$ cat src/rtl/lcd_arb_pkg.sv
// Shared types and LCD constants for the character-LCD write arbiter.
package lcd_arb_pkg;

  typedef enum logic [1:0] {
    IDLE,
    CLEAR,
    PASS,
    DRAIN
  } state_e;

  localparam logic       LCD_ADDR_CMD  = 1'b0;
  localparam logic       LCD_ADDR_DATA = 1'b1;
  localparam logic [7:0] LCD_CMD_CLEAR = 8'h01;

endpackage

$ cat src/rtl/lcd_rr_arbiter.sv
// Combinational round-robin picker: the first requester after ptr_i (wrapping) wins.
module lcd_rr_arbiter #(
  parameter int N_REQ   = 4,
  parameter int GRANT_W = $clog2(N_REQ)
) (
  input  logic [N_REQ-1:0]   req_i,
  input  logic [GRANT_W-1:0] ptr_i,
  output logic [N_REQ-1:0]   gnt_o,
  output logic [GRANT_W-1:0] idx_o
);

  logic               found;
  logic [GRANT_W-1:0] sel;
  int                 cand;

  // The pointer itself is searched last, so the previous owner has lowest priority.
  always_comb begin
    gnt_o = '0;
    idx_o = '0;
    found = 1'b0;
    sel   = '0;
    cand  = 0;
    for (int k = 1; k <= N_REQ; k++) begin
      cand = int'(ptr_i) + k;
      if (cand >= N_REQ) cand = cand - N_REQ;
      sel = GRANT_W'(cand);
      if (!found && req_i[sel]) begin
        found      = 1'b1;
        gnt_o[sel] = 1'b1;
        idx_o      = sel;
      end
    end
  end

endmodule

$ cat src/rtl/lcd_write_arbiter.sv
// Shares one Avalon-MM character-LCD slave between N_REQ burst writers,
// round-robin, optionally clearing the display before each new owner.
module lcd_write_arbiter
  import lcd_arb_pkg::*;
#(
  parameter int N_REQ        = 4,
  parameter int INSERT_CLEAR = 1,
  parameter int GRANT_W      = $clog2(N_REQ)
) (
  input  logic                 clk,
  input  logic                 reset_n,
  input  logic [N_REQ-1:0]     req_valid,
  input  logic [N_REQ-1:0]     req_addr,
  input  logic [8*N_REQ-1:0]   req_data,
  input  logic [N_REQ-1:0]     req_last,
  output logic [N_REQ-1:0]     req_ready,
  output logic                 address,
  output logic                 chipselect,
  output logic                 write,
  output logic                 read,
  output logic [7:0]           writedata,
  input  logic                 waitrequest,
  output logic [GRANT_W-1:0]   grant_id,
  output logic                 busy
);

  state_e             state_q, state_d;
  logic [GRANT_W-1:0] ptr_q, ptr_d;
  logic [GRANT_W-1:0] grant_q, grant_d;
  logic               addr_q, addr_d;
  logic [7:0]         data_q, data_d;
  logic               pend_q, pend_d;

  logic [N_REQ-1:0]   gnt_oh;
  logic [GRANT_W-1:0] gnt_idx;
  logic               completing;
  logic               slotFree;
  logic [7:0]         ownerData;

  lcd_rr_arbiter #(
    .N_REQ   (N_REQ),
    .GRANT_W (GRANT_W)
  ) u_rr (
    .req_i (req_valid),
    .ptr_i (ptr_q),
    .gnt_o (gnt_oh),
    .idx_o (gnt_idx)
  );

  assign completing = pend_q & ~waitrequest;
  assign slotFree   = ~pend_q | completing;
  assign ownerData  = req_data[{grant_q, 3'b000} +: 8];

  always_ff @(posedge clk or negedge reset_n) begin
    if (!reset_n) begin
      state_q <= IDLE;
      ptr_q   <= GRANT_W'(N_REQ - 1);
      grant_q <= '0;
      addr_q  <= 1'b0;
      data_q  <= 8'h00;
      pend_q  <= 1'b0;
    end else begin
      state_q <= state_d;
      ptr_q   <= ptr_d;
      grant_q <= grant_d;
      addr_q  <= addr_d;
      data_q  <= data_d;
      pend_q  <= pend_d;
    end
  end

  // A completing beat frees the output register; a beat loaded in the same
  // cycle overrides that, giving back-to-back writes.
  always_comb begin
    state_d   = state_q;
    ptr_d     = ptr_q;
    grant_d   = grant_q;
    addr_d    = addr_q;
    data_d    = data_q;
    pend_d    = pend_q;
    req_ready = '0;
    if (completing) pend_d = 1'b0;

    unique case (state_q)
      IDLE: begin
        if (|gnt_oh) begin
          grant_d = gnt_idx;
          ptr_d   = gnt_idx;
          state_d = (INSERT_CLEAR != 0) ? CLEAR : PASS;
        end
      end
      CLEAR: begin
        if (!pend_q) begin
          addr_d = LCD_ADDR_CMD;
          data_d = LCD_CMD_CLEAR;
          pend_d = 1'b1;
        end else if (completing) begin
          state_d = PASS;
        end
      end
      PASS: begin
        req_ready[grant_q] = slotFree;
        if (req_valid[grant_q] && slotFree) begin
          addr_d = req_addr[grant_q];
          data_d = ownerData;
          pend_d = 1'b1;
          if (req_last[grant_q]) state_d = DRAIN;
        end
      end
      DRAIN: begin
        if (!pend_q || completing) state_d = IDLE;
      end
      default: state_d = IDLE;
    endcase
  end

  assign address    = addr_q;
  assign writedata  = data_q;
  assign chipselect = pend_q;
  assign write      = pend_q;
  assign read       = 1'b0;
  assign grant_id   = grant_q;
  assign busy       = (state_q != IDLE);

endmodule

$ cat config.mk
export PLATFORM = sky130hd
export DESIGN_NAME = lcd_write_arbiter
export DESIGN_NICKNAME = d
export VERILOG_FILES = /design/src/rtl/lcd_arb_pkg.sv /design/src/rtl/lcd_rr_arbiter.sv /design/src/rtl/lcd_write_arbiter.sv
export SDC_FILE = /design/constraint.sdc
export NUM_CORES = 1
export LEC_CHECK = 0
export ABC_AREA = 1
export BUFFER_PORTS_ARGS = -buffer_cell sky130_fd_sc_hd__buf_2
export CAP_MARGIN = 20
export CORE_UTILIZATION = 47
export DETAILED_ROUTE_END_ITERATION = 8
export PLACE_DENSITY = 0.8
export SYNTH_ARGS = -nofsm -noshare
export SYNTH_HDL_FRONTEND = slang
export SYNTH_SLANG_ARGS = --single-unit
$ cat constraint.sdc
create_clock -name clk -period 2.67 [get_ports clk]
set_clock_uncertainty 0.15 [all_clocks]
set_input_delay 0.267 -clock clk [delete_from_list [all_inputs] [get_ports clk]]
set_output_delay 0.267 -clock clk [all_outputs]
set_load 0.01 [all_outputs]
==> results of run 1 <==
==> cell usage after synthesis, drive strengths merged <==
| library cell | number |
|---|---|
| o41ai | 1 |
| a31oi | 1 |
| a21oi | 3 |
| a221oi | 1 |
| buf | 6 |
| nand4 | 4 |
| o2111ai | 1 |
| a22oi | 9 |
| conb | 1 |
| nand2 | 77 |
| clkinv | 1 |
| ha | 12 |
| nand3 | 28 |
| or4 | 1 |
| nor2 | 11 |
| dfstp | 2 |
| o21ai | 12 |
| nor3 | 2 |
| dfrtp | 14 |
| inv | 18 |
==> final cells by class <==
type / instances / area share, %
multi-input combinational: 164 / 51.3
timing repair buffer: 69 / 18.9
tap: 44 / 2.89
inverter: 19 / 3.75
sequential: 16 / 21.2
clock buffer: 4 / 1.91
==> per-layer routing <==
metal / global-route usage, % / vias to the layer above / wire length (um)
li1: - / 815 / -
met3: 2.68 / 4 / 236
met4: 6.46 / 0 / 33
met5: 0 / - / 0
met1: 32.1 / 696 / 1780
met2: 35.1 / 65 / 1600
==> flip-flops by register name (all words and copies together), names as in the netlist <==
name / flops
address: 1
chipselect: 1
grant_id: 2
ptr_q: 2
state_q: 2
writedata: 8
==> worst max-delay path, stage by stage, from the launching register on <==
cell and delay (ns):
dfstp_2 0.62, inv_1 0.17, ha_1 0.22, o41ai_1 0.78, nand3_2 0.17, nand2_1 0.11
nand2_1 0.05, nand2_1 0.06
==> per-stage QoR <==
stage / power, uW / hold slack [ns] / worst slack, ns
2_1_floorplan: 1680 / -0.179 / 0.560
3_3_place_gp: 2040 / 0.0441 / 0.393
3_5_place_dp: 2070 / 0.0470 / 0.323
4_1_cts: 2230 / 0.146 / 0.303
5_1_grt: 2470 / 0.149 / 0.137
6_report: 2230 / 0.159 / 0.287
==> report_power, final <==
group	internal [uW]	leakage [uW]	switching (uW)	total [uW]
registers	341	0.000201	104	445
clock network	82.8	0.0000210	69.4	152
logic	585	0.000841	1040	1630
total	1010	0.00106	1220	2230
==> logic make-up after synthesis <==
| logic type | Yosys count | share of synthesized area, % |
|---|---|---|
| buffers and inverters | 25 | 7.08 |
| DFF | 16 | 27.1 |
| adders and majority gates | 12 | 10.1 |
| and+or+nand+nor | 123 | 42.0 |
| other | 1 | 0.252 |
| AOI/OAI and AO/OA | 28 | 13.5 |
==> path summary, 6_finish.rpt <==
| path | startpoint | endpoint | slack, ns | cells past startpoint |
|---|---|---|---|---|
| max | ptr_q[1] | state_q[1] | 0.29 | 7 |
| min | req_data[24] | writedata[0] | 0.16 | 3 |
| max reg2reg | ptr_q[1] | state_q[1] | 0.29 | 7 |
| min reg2reg | writedata[7] | writedata[7] | 0.34 | 2 |
| max in group asynchronous | reset_n | ptr_q[0] | 1.77 | 2 |
| min in group asynchronous | reset_n | writedata[0] | 0.29 | 2 |
==> placed cells by master, fill, tap and decap left out, drive strengths merged <==
cell         Yosys  final
ha              12     12
conb             1      1
or4              1      1
a31oi            1      1
a221oi           1      1
nor2            11     11
o21ai           12     12
a21oi            3      3
buf              6     68
dfstp            2      2
inv             18     18
dfrtp           14     14
clkinv           1      1
o2111ai          1      1
a22oi            9      9
nand2           77     77
dlygate4sd3      0      1
nand4            4      4
nand3           28     28
nor3             2      2
clkbuf           0      4
o41ai            1      1
==> repair_timing <==
action,CTS,global route
setup buffers,0,0
resized for setup,0,0
hold buffers,1,0
setup endpoints to repair,0,0
endpoints found under the hold margin,14,0
==> run summary, run 1 <==
vias after detailed routing = 1580
DRT iter0 DRCs = 122
number of warning messages in the yosys log = 0
nature of the critical path startpoint = flip-flop
Tcrit/Tclk final = 89.3%
placed cell count = 311
post-place instance area = 0.00186 sq mm
instance count of the mapped netlist = 205
fraction of layout cells with a size suffix above 1 = 38.6%
DRC viols = 0
class of the tightest hold or removal check = in2reg
CTS H-Tree Depth = 1
post-detailed-route wirelength per cell = 11.5 um
Avg Inst Size Synth = 7.24 sq um
Highest Clock Rate = 420 MHz
largest net degree at the start of global routing = 17
multi-input combinational cell area = 977 sq um
synthesized flop and latch total = 16
overall die height = 58.2 um
endpoints failing setup = 0
Sequential Area = 403 sq um
CTS tree = built
weighted congestion at the end of routability-driven global placement = 0.894
highest fanout seen on the critical path = 8
post-layout util = 62.9%
share of the yosys chip area belonging to registers = 27.1%
summed negative setup slack over all endpoints = 0 ns
Slew Viols, Final = 0
Total Routed Length = 3640 um
fillers = 291
proportion of netlist area held by the largest area contributor = 23.6%
transition time of the tightest slew-check pin = 0.826 ns
status = finished clean
Clk pin slew, worst setup/hold paths = 0.09 ns
vias in the first global route = 1325
Skew-Pair Late Insertion Delay = 0.28 ns
starting density of the core = 49.0%
max-capacitance violation count = 0
GR Overflow Total = 0
final instance count without filler cells = 316
clock tree buffer depth = 2
number of nets in the final layout = 332
Crit path required time = 2.74 ns
unrepaired setup endpoints after global routing = false
standby leakage power = 0.00106 uW
Top Ports = 66
post-DP HPWL = 2990 um
number of different library cells in the post-synthesis netlist = 32
power density relative to cell area = 1170 mW/mm^2
area enclosed by the die boundary = 0.00339 sq mm
Via density = 5.00
area overhead of the layout relative to synthesis = 28.1%
count of buffers from port buffering = 64
first drt pass iteration count = 5
netlist area before placement = 0.00149 sq mm
number of buffers created by CTS = 3
CP Capture Type = flip-flop
kind of critical path = reg2reg
clock root buffer = clkbuf_4
top post-synthesis cells by area = dfrtp_1 24%, nand2_1 16%, ha_1 10%, nand3_1 6.4%, nand3_2 6.1%
die outline width = 58.2 um
number of nets still failing antenna checks after routing = 0
initial antenna violation count = 0
post-route design area = 0.00190 sq mm
worst endpoint data arrival time = 2.46 ns
relative max-transition margin = 44.2%
final period demand of the worst path = 2.38 ns
global-route usage over all layers = 22.3%
maximum VDD drop = 580 uV
Final Hold Violating Endpoints = 0
diodes inserted = 0
core area = 0.00303 sq mm
Row Count = 20
CTS Sinks = 16
biggest area consumer among synthesized cells = dfrtp_1
net count after synthesis = 264
first-pass GRT wire length = 5880 um
No activity file was read; power rests on OpenSTA's default activity.
==> inputs of run 2 (changes only) <==
Settings changed: ABC_AREA 1 to unset.
==> run 2 against run 1 <==
Net effect:
- worst hold slack improved by 0.059 ns
- sequential share of layout area decreased by 0.14 points
- wire length increased by 8.7%
- largest power group unchanged
- sequential power decreased by 6.3%
- via count decreased by 9.4%
- register-to-register slack got worse by 0.29 ns
- the flow now finishes with violations (DRC, setup timing)
- first-iteration DRC count decreased by 34%
==> run summary, run 2 <==
final period demand of the worst path = 2.67 ns (was 2.38 ns)
Highest Clock Rate = 374 MHz (was 420 MHz)
endpoints failing setup = 2 (was 0)
Reg-to-Reg Start = ptr_q[1] (unchanged)
number of different library cells in the post-synthesis netlist = 33 (was 32)
CP Capture Type = flip-flop (unchanged)
cells traversed along the worst timing path = inv_2, ha_4, mux4_2, mux2_4, or3_4, buf_4, a21oi_1 (was inv_1, ha_1, o41ai_1, nand3_2, nand2_1, nand2_1, nand2_1)
post-placement setup slack = -0.0580 ns (was 0.323 ns)
number of nets in the final layout = 274 (was 332)
largest net degree at the start of global routing = 17 (unchanged)
core area = 0.00281 sq mm (was 0.00303 sq mm)
Row Count = 19 (was 20)
clock root buffer = clkbuf_4 (unchanged)
CTS tree = built (unchanged)
end of the worst hold path = grant_id[1] (was writedata[0])
Slew Viols, Final = 0 (unchanged)
weighted congestion at the end of routability-driven global placement = 0.846 (was 0.894)
proportion of netlist area held by the largest area contributor = 24.6% (was 23.6%)
Via density = 5.84 (was 5.00)
beginning of the worst hold path = req_valid[3] (was req_data[24])
wl on met1 = 1510 um (was 1780 um)
fraction of layout cells with a size suffix above 1 = 49.1% (was 38.6%)
count of buffers from port buffering = 64 (unchanged)
power density relative to cell area = 1120 mW/mm^2 (was 1170 mW/mm^2)
first-pass GRT wire length = 6540 um (was 5880 um)
Skew-Pair Late Insertion Delay = 0.29 ns (was 0.28 ns)
DRT iter0 DRCs = 81 (was 122)
Crit path required time = 2.73 ns (was 2.74 ns)
netlist area before placement = 0.00142 sq mm (was 0.00149 sq mm)
initial antenna violation count = 0 (unchanged)
vias in the first global route = 1449 (was 1325)
max FFs per register = 8 (unchanged)
fillers = 220 (was 291)
max-capacitance violation count = 0 (unchanged)
uppermost metal layer occupied by signal nets = met4 (unchanged)
status = finished, violations left (was finished clean)
GR Overflow Total = 0 (unchanged)
number of warning messages in the yosys log = 0 (unchanged)
crit-path max cell delay = 0.56 ns (was 0.78 ns)
summed negative setup slack over all endpoints = -0.00578 ns (was 0 ns)
post-place instance area = 0.00184 sq mm (was 0.00186 sq mm)
area enclosed by the die boundary = 0.00325 sq mm (was 0.00339 sq mm)
number of flops mapped to enable cells by yosys = 0 (unchanged)
DRC viols = 10 (was 0)
number of nets still failing antenna checks after routing = 0 (unchanged)
post-detailed-route wirelength per cell = 16.1 um (was 11.5 um)
starting density of the core = 50.8% (was 49.0%)
worst endpoint data arrival time = 2.74 ns (was 2.46 ns)
compound-gate portion of the synthesized area = 13.5% (about the same)
synthesized flop and latch total = 16 (unchanged)
failing checks = DRC, setup timing
commonest non-fill, non-tap cell in the layout = buf_2 (was nand2_1)
synthesized-area fraction occupied by xor and xnor cells = 0% (unchanged)
share of the yosys chip area belonging to registers = 28.3% (was 27.1%)
diodes inserted = 0 (unchanged)
overall die height = 57.0 um (was 58.2 um)
Final Hold Violating Endpoints = 0 (unchanged)
sum of met3 wire segment lengths after detailed routing = 224 um (was 236 um)
highest fanout seen on the critical path = 5 (was 8)
Final Hold Slack = 0.218 ns (was 0.159 ns)
CTS Sinks = 16 (unchanged)
CTS H-Tree Depth = 1 (unchanged)
class of the tightest hold or removal check = in2reg (unchanged)
post-synthesis share of cell area spent on full adders, half adders and majority gates = 10.5% (was 10.1%)
Top Ports = 66 (unchanged)
Tcrit/Tclk final = 100% (was 89.3%)
simple-gate portion of the synthesized area = 14.8% (was 42.0%)
biggest area consumer among synthesized cells = dfrtp_1 (unchanged)
async set or reset register ratio after synthesis = 100% (unchanged)
gate family responsible for the most delay along the worst path = multiplexers (was compound AO/OA/AOI/OAI gates)
first drt pass iteration count = 6 (was 5)
vias after detailed routing = 1432 (was 1580)
net count after synthesis = 200 (was 264)
clock tree buffer depth = 2 (unchanged)
global-route usage over all layers = 25.8% (was 22.3%)
nature of the critical path startpoint = flip-flop (unchanged)
post-DP HPWL = 3010 um (was 2990 um)
standby leakage power = 0.000981 uW (was 0.00106 uW)
met2 routed wirelength = 2160 um (was 1600 um)
combinational family with the most area after synthesis = multiplexers (was simple AND/OR/NAND/NOR gates)
unrepaired setup endpoints after global routing = true (was false)
multiplexer share of the synthesized area = 26.9% (was 0%)
flop-to-flop setup slack = -0.005 ns (was 0.29 ns)
Main synth FF type = dfrtp_1 (unchanged)
top post-synthesis cells by area = dfrtp_1 25%, mux4_2 17%, ha_1 11%, mux4_1 5.5%, o21ai_0 4.9% (was dfrtp_1 24%, nand2_1 16%, ha_1 10%, nand3_1 6.4%, nand3_2 6.1%)
commonest cells in the synthesized netlist = 14 x dfrtp_1, 14 x o21ai_0, 13 x nand2_1 (was 65 x nand2_1, 19 x nand3_1, 16 x inv_1)
maximum VDD drop = 647 uV (was 580 uV)
number of cells on the worst reg-to-reg path = 7 (unchanged)
kind of critical path = reg2reg (unchanged)
Avg Inst Size Synth = 10.1 sq um (was 7.24 sq um)
worst hold stages = 3 (unchanged)
Worst Setup Slack, final = -0.00466 ns (was 0.287 ns)
commonest cells after routing, fill and taps aside = 64 x buf_2, 14 x o21ai_0, 14 x dfrtp_1, 13 x nand2_1, 13 x buf_4 (was 65 x nand2_1, 64 x buf_2, 19 x nand3_1, 16 x inv_1, 14 x dfrtp_1)
post-route design area = 0.00192 sq mm (was 0.00190 sq mm)
Crit path buffers/inverters = 2 (was 1)
Clk pin slew, worst setup/hold paths = 0.10 ns (was 0.09 ns)
die outline width = 57.0 um (was 58.2 um)
Total Routed Length = 3960 um (was 3640 um)
instance count of the mapped netlist = 141 (was 205)
number of buffers created by CTS = 3 (unchanged)
area overhead of the layout relative to synthesis = 34.5% (was 28.1%)
critical path's slowest cell = dfstp_2 (was o41ai_1)
Reg-to-Reg End = ptr_q[0] (was state_q[1])
==> run 2: repair_timing <==
action	in CTS	in global routing
resized for setup	3	4
hold buffers	1	0
endpoints found under the hold margin	14	0
setup buffers	0	1
setup endpoints to repair	4	5
==> run 2: routing by layer <==
metal / up-vias / global-route usage (%)
li1: 671 / -
met1: 689 / 32.2
met2: 64 / 46.2
met3: 8 / 2.95
met4: 0 / 9.06
met5: - / 0
==> run 2: layout make-up <==
type / instances / area [sq um] / area share, %
Clock buffer: 4 / 26.3 / 1.37
Inverter: 10 / 37.5 / 1.96
Multi-Input combinational cell: 106 / 982 / 51.3
Sequential cell: 16 / 403 / 21.0
Tap cell: 31 / 38.8 / 2.02
Timing Repair Buffer: 78 / 428 / 22.3
==> run 2: power breakdown <==
part / leakage (uW) / internal [uW] / switching, uW
registers: 0.000197 / 342 / 74.9
clock network: 0.0000150 / 58.2 / 84.0
logic: 0.000769 / 770 / 816
==> run 2: how the worst max path moves through the flow <==
stage / cells after the start / slack, ns / startpoint / endpoint
2_1_floorplan: 9 / -0.31 / ptr_q[0] / grant_id[0]
3_3_place_gp: 7 / 0.02 / ptr_q[0] / grant_id[0]
3_5_place_dp: 7 / -0.06 / ptr_q[1] / ptr_q[0]
4_1_cts: 7 / -0.005 / ptr_q[1] / ptr_q[0]
5_1_grt: 7 / -0.05 / ptr_q[0] / grant_id[0]
6_report: 7 / -0.005 / ptr_q[1] / ptr_q[0]
==> run 2: worst min-delay path, delay by kind of cell <==
family                 cells  cell delay [ns]
buffers and inverters      1             0.16
AOI/OAI and AO/OA          2             0.20
==> run 2: logic make-up after synthesis <==
group	after synthesis
other cells	1
simple gates	43
mux	19
compound gates	31
flops	16
buf+inv	19
fa+ha+maj	12
==> run 2: through the flow <==
stage	total power, uW	util (%)	instances
after global routing	2330	68.3	245
final	2150	68.3	245
after floorplan	1460	-	141
after detailed placement	1920	65.7	239
after global placement	1840	65.7	239
after CTS	2090	67.2	244
